## config.mk

```make
export PLATFORM = sky130hd
export DESIGN_NAME = vic_ctrl
export DESIGN_NICKNAME = d
export VERILOG_FILES = /design/src/rtl/vic_ctrl.sv
export SDC_FILE = /design/constraint.sdc
export NUM_CORES = 1
export LEC_CHECK = 0
export ABC_AREA = 1
export ABC_CLOCK_PERIOD_IN_PS = 1190
export BUFFER_PORTS_ARGS = -buffer_cell sky130_fd_sc_hd__clkbuf_2
export CAP_MARGIN = 20
export CORE_ASPECT_RATIO = 0.75
export CORE_UTILIZATION = 44
export DETAILED_ROUTE_END_ITERATION = 16
export PLACE_DENSITY = 0.75
export SYNTH_ARGS = -nofsm -noshare
export SYNTH_HDL_FRONTEND = slang
export SYNTH_SLANG_ARGS = --single-unit
export TNS_END_PERCENT = 1
```

## constraint.sdc

```tcl
create_clock -name clk -period 1.19 [get_ports clk]
set_input_delay 0.0595 -clock clk [delete_from_list [all_inputs] [get_ports clk]]
set_output_delay 0.0595 -clock clk [all_outputs]
set_load 0.02 [all_outputs]
```

## src/rtl/vic_ctrl.sv

```systemverilog
// Vectored-interrupt controller front end: accepts a VIC request, flushes the pipeline,
// jumps to the ISR vector and restores the return PC on reti. Optional macro: VIC_CCODES_SAVE_EN.
module vic_ctrl #(
  parameter int unsigned FLUSH_CYCLES = 3
) (
  input  logic        clk,
  input  logic        rst,
  input  logic [31:0] i_PC,
  input  logic        i_PC_stall,
  input  logic        i_reti,
  input  logic [31:0] i_ISR_addr,
  input  logic        i_IRQ,
  input  logic [3:0]  i_CCodes,
  output logic        o_IRQ_PC,
  output logic [31:0] o_VIC_iaddr,
  output logic [3:0]  o_VIC_CCodes,
  output logic        o_IRQ_VIC,
  output logic        o_IRQ_Flush_ctrl
);

  typedef enum logic [2:0] {
    IDLE  = 3'd0,
    FLUSH = 3'd1,
    JUMP  = 3'd2,
    ISR   = 3'd3,
    RET   = 3'd4
  } state_e;

  state_e      state_q, state_d;
  logic [31:0] isr_reg_q, isr_reg_d;
  logic [31:0] ret_pc_q, ret_pc_d;
  logic [3:0]  cnt_q, cnt_d;

  // Requests arriving outside IDLE are simply dropped; the VIC must re-request.
  always_comb begin
    // NOTE: every next-state variable gets a default first so no path leaves it unassigned (no latch).
    state_d   = state_q;
    isr_reg_d = isr_reg_q;
    ret_pc_d  = ret_pc_q;
    cnt_d     = cnt_q;
    unique case (state_q)
      IDLE: begin
        if (i_IRQ) begin
          isr_reg_d = i_ISR_addr;
          ret_pc_d  = i_PC;
          cnt_d     = 4'(FLUSH_CYCLES);
          state_d   = FLUSH;
        end
      end
      FLUSH: begin
        if (!i_PC_stall) begin
          if (cnt_q <= 4'd1) begin
            cnt_d   = 4'd0;
            state_d = JUMP;
          end else begin
            cnt_d = cnt_q - 4'd1;
          end
        end
      end
      JUMP: begin
        if (!i_PC_stall) state_d = ISR;
      end
      ISR: begin
        if (i_reti) state_d = RET;
      end
      RET: begin
        if (!i_PC_stall) state_d = IDLE;
      end
      default: state_d = IDLE;
    endcase
  end

  always_ff @(posedge clk) begin
    // NOTE: sequential state uses non-blocking assignments so all registers update together.
    if (rst) begin
      state_q   <= IDLE;
      isr_reg_q <= 32'h0;
      ret_pc_q  <= 32'h0;
      cnt_q     <= 4'd0;
    end else begin
      state_q   <= state_d;
      isr_reg_q <= isr_reg_d;
      ret_pc_q  <= ret_pc_d;
      cnt_q     <= cnt_d;
    end
  end

`ifdef VIC_CCODES_SAVE_EN
  logic [3:0] cc_reg_q;

  // Condition codes are held until the next accepted request overwrites them.
  always_ff @(posedge clk) begin
    if (rst) begin
      cc_reg_q <= 4'h0;
    end else if (state_q == IDLE && i_IRQ) begin
      cc_reg_q <= i_CCodes;
    end
  end

  assign o_VIC_CCodes = cc_reg_q;
`else
  logic unused_ccodes;
  assign unused_ccodes = ^i_CCodes;
  assign o_VIC_CCodes  = 4'b0000;
`endif

  // Outputs depend only on registered state and data.
  always_comb begin
    o_IRQ_PC         = 1'b0;
    o_VIC_iaddr      = 32'h0;
    o_IRQ_VIC        = 1'b1;
    o_IRQ_Flush_ctrl = 1'b0;
    unique case (state_q)
      IDLE:  o_IRQ_VIC = 1'b0;
      FLUSH: o_IRQ_Flush_ctrl = 1'b1;
      JUMP: begin
        o_IRQ_PC    = 1'b1;
        o_VIC_iaddr = isr_reg_q;
      end
      ISR: ;
      RET: begin
        o_IRQ_PC         = 1'b1;
        o_VIC_iaddr      = ret_pc_q;
        o_IRQ_Flush_ctrl = 1'b1;
      end
      default: o_IRQ_VIC = 1'b0;
    endcase
  end

endmodule

```

==> metrics.log <==
INFO  metric grt_pass1_wl = approximately 14 mm
INFO  metric worstReg2RegStart = state_q[1]$_SDFFE_PP0P_
INFO  metric synthFlopType = sky130_fd_sc_hd__dfxtp_1
INFO  metric synthesis.area_per_instance = 7.62 sq um
INFO  metric mappedNetlistArea = 3000 sq um
INFO  metric end_kind = output port
INFO  metric maximum_clock_frequency = approximately 660 MHz
INFO  metric tritoncts.num_buffers = 9
INFO  metric crit_path_start = state_q[2]$_SDFFE_PP0P_
INFO  metric clock_path_buffers = 2
INFO  metric synthDistinctLibCells = 23
INFO  metric dieHeight = ~74 um
INFO  metric num-fill-cells = ~500
INFO  metric place_inst = roughly 570
INFO  metric fp.coreArea = about 6400 sq um
INFO  metric critical_path.max_fanout = 10
INFO  metric hold_path_depth = 3
INFO  metric finalSetupViolations = 106
INFO  metric multi_input_comb_area = 1340 sq um
INFO  metric finalHoldViolations = 0
INFO  metric routed_wl = between 8 and 9 mm
INFO  metric grt_setup_unrepaired = true
INFO  metric clk-insertion-delay-late = 0.34 ns
INFO  metric via_count_of_the_first_global_routing_pass = 3,061
INFO  metric drt_first_iter_violations = around 120
INFO  metric antenna_cells = 0
INFO  metric firstDrtPassIters = 4
INFO  metric slew_viol_final = 0
INFO  metric timing.critical_path.slowest_cell_delay = approximately 0.36 ns
INFO  metric finalInstanceArea = about 4600 sq um
INFO  metric timing.critical_path.arrival = 1.46 ns
INFO  metric die_area = between 7000 and 8000 sq um
INFO  metric final_cells = just over 600
INFO  metric ff_latch_area = ~1400 sq um
INFO  metric failed_checks = negative setup slack
INFO  metric period_needed = about 1.5 ns
INFO  metric synthTopCellsByArea = sky130_fd_sc_hd__dfxtp_1 (47%), sky130_fd_sc_hd__a21oi_1 (11%), sky130_fd_sc_hd__o21ai_0 (9.8%)
INFO  metric areaGrowthSynthToFinish = 54.3%
INFO  metric critical_path_cell_count = 5
INFO  metric post_route_cells_drive_above_1_share = 0.331
INFO  metric wl_per_cell = ~14 um
INFO  metric cts-htree-levels = 3
INFO  metric crit_required = 1.13 ns
INFO  metric final_common_cell = sky130_fd_sc_hd__inv_1
INFO  metric number_of_buffers_inserted_by_port_buffering = a little over 100
INFO  metric cp.buffers_inverters = 2
INFO  metric cellPowerDensity = around 2100 nW/um^2
INFO  metric cts.reportedPaths.clkPinSlew = approximately 0.070 ns
INFO  metric grt_antenna_before_repair = 0
INFO  metric floorplan.initialDensity = 0.466
INFO  metric hpwlAfterDp = approximately 5 mm
INFO  metric synth-seq-cells = between 70 and 80
INFO  metric cp_cell_sequence = nor2_4, nand2_4, buf_8, o22ai_2, clkbuf_8
INFO  metric synth_largest_area_cell = sky130_fd_sc_hd__dfxtp_1
INFO  metric drc = 0
INFO  metric outcome = complete, but fails checks
INFO  metric grt_util_all_layers = 0.239
INFO  metric post_drt_via_cell_ratio = between 4 and 5
INFO  metric ff2ff_path_depth = 7
INFO  metric cellLeakagePower = 2.00 nW
INFO  metric maxcap_viol_count = 0
INFO  metric clock_tree_from_tritoncts = built
INFO  metric commonest_cells_after_routing_fill_and_taps_aside = sky130_fd_sc_hd__inv_1 (71), sky130_fd_sc_hd__clkbuf_2 (68), sky130_fd_sc_hd__dfxtp_1 (67)
INFO  metric critPathKind = flop to output port
INFO  metric period_share = 1.28
INFO  metric synth_enable_flop_cells = 0
INFO  metric num_io_pins = about 110
INFO  metric peakVddDrop = 0.00109 V
INFO  metric area_share_of_the_largest_cell_type_after_synthesis = 0.474
INFO  metric route.vias.total = between 3,000 and 4,000
INFO  metric hold_path_startpoint = i_ISR_addr[28]
INFO  metric cp-start-kind = flop
INFO  metric critical_path.slowest_cell = sky130_fd_sc_hd__dfxtp_2
INFO  metric placementRows = 25
INFO  metric setup_slack = -0.332 ns
INFO  metric final_antenna_net_count = 0
INFO  metric floorplan.die.width = 97.4 um
INFO  metric global_route.overflow_total = 0
INFO  metric ctsRootBufferMaster = sky130_fd_sc_hd__clkbuf_8
INFO  metric ys_warn_count = 0
INFO  metric fin_nets = 611
INFO  metric place_congestion = ~0.8
INFO  metric placed_cell_area = approximately 3700 sq um
INFO  metric fin_worst_skew = between 0.006 and 0.007 ns
INFO  metric path_delay_family = flip-flops
INFO  metric async_reset_ff_frac = 0
INFO  metric finalPower = between 9 and 10 mW
INFO  metric synth_seq_area_share = 0.474
INFO  metric minimum_hold_slack = 0.00499 ns
INFO  metric maximum_number_of_pins_on_one_net_before_global_route_repair = 71
INFO  metric cts.sink_count = 71
INFO  metric kind_of_path_behind_the_tightest_hold_check = primary input to flop
INFO  metric netlist_instances = 394
metrics by stage:
stage | setup TNS (ns) | utilization | setup WS (ns)
5_1_grt | -29.96 | 0.719 | -0.389
3_3_place_gp | -2.99 | 0.568 | -0.0744
2_1_floorplan | -1.06 | - | -0.0341
4_1_cts | -20.76 | 0.699 | -0.328
6_report | -21.93 | 0.719 | -0.332
3_5_place_dp | -5.82 | 0.568 | -0.110
worst reg2reg max path: stages, from the launching register on:
cell and delay [ns]:
sky130_fd_sc_hd__dfxtp_4 0.38, sky130_fd_sc_hd__inv_4 0.05, sky130_fd_sc_hd__buf_4 0.14, sky130_fd_sc_hd__buf_4 0.14, sky130_fd_sc_hd__nand3_4 0.13, sky130_fd_sc_hd__buf_12 0.25, sky130_fd_sc_hd__o21ai_1 0.12, sky130_fd_sc_hd__a21oi_1 0.18
registers in the layout (all words and copies together) (netlist names):
register,cells
ret_pc_q,32
cnt_q,4
state_q,3
isr_reg_q,32
what timing repair did:
action                                 CTS  global route
buffers inserted                         4             0
setup endpoints to repair              106           106
gates resized for setup                120            51
cloned                                   1             0
hold buffers                            33             0
endpoints found under the hold margin   33             0
pin swaps                                3             2
Yosys cell counts (2+ instances only):
cell type / n
sky130_fd_sc_hd__inv_1: 72
sky130_fd_sc_hd__dfxtp_1: 71
sky130_fd_sc_hd__a21oi_1: 67
sky130_fd_sc_hd__o21ai_0: 59
sky130_fd_sc_hd__o22ai_1: 32
sky130_fd_sc_hd__nand2_1: 20
sky130_fd_sc_hd__buf_2: 18
sky130_fd_sc_hd__nor2_1: 16
sky130_fd_sc_hd__o21ai_1: 8
sky130_fd_sc_hd__clkbuf_1: 7
sky130_fd_sc_hd__buf_4: 4
sky130_fd_sc_hd__nand3_1: 4
sky130_fd_sc_hd__nand3_2: 3
sky130_fd_sc_hd__ha_1: 2
sky130_fd_sc_hd__inv_2: 2
sky130_fd_sc_hd__nand2_2: 2
power breakdown:
group,total [mW],internal [mW],switching [mW]
logic,4.46,1.87,2.58
registers,3.39,3.14,0.258
clock network,1.67,0.813,0.859
total,9.52,5.82,3.70
layer usage:
metal | global-route usage | vias up | part of all wire
met1 | 0.276 | 1391 | 0.44
li1 | - | 1584 | -
met3 | 0.0666 | 17 | 0.053
met4 | 0.0882 | 0 | 0.020
met2 | 0.427 | 106 | 0.49
met5 | 0 | - | 0
final cells by class:
type                    count  share of cell area
repair buffers            159               0.283
multi-input cells         221               0.289
inverters                  74              0.0605
well taps                  81              0.0219
clock buffers              13              0.0322
clock inverters             3             0.00405
flip-flops and latches     71               0.309
cells by family after synthesis:
family,count (synthesis),synth area share
compound gates,168,0.298
fa+ha+maj,2,0.00834
buf+inv,105,0.148
flops,71,0.474
other cells,1,0.00125
simple gates,47,0.0713
path summary, 6_finish.rpt:
| check | end | slack, ns |
|---|---|---|
| worst max register to register | isr_reg_q[3]$_SDFFE_PP0P_ | -0.28 |
| worst min-delay path | isr_reg_q[28]$_SDFFE_PP0P_ | 0.005 |
| worst max-delay path | o_VIC_iaddr[0] | -0.33 |
| worst min register to register | isr_reg_q[31]$_SDFFE_PP0P_ | 0.46 |
Power figures use the tool's default switching activity.
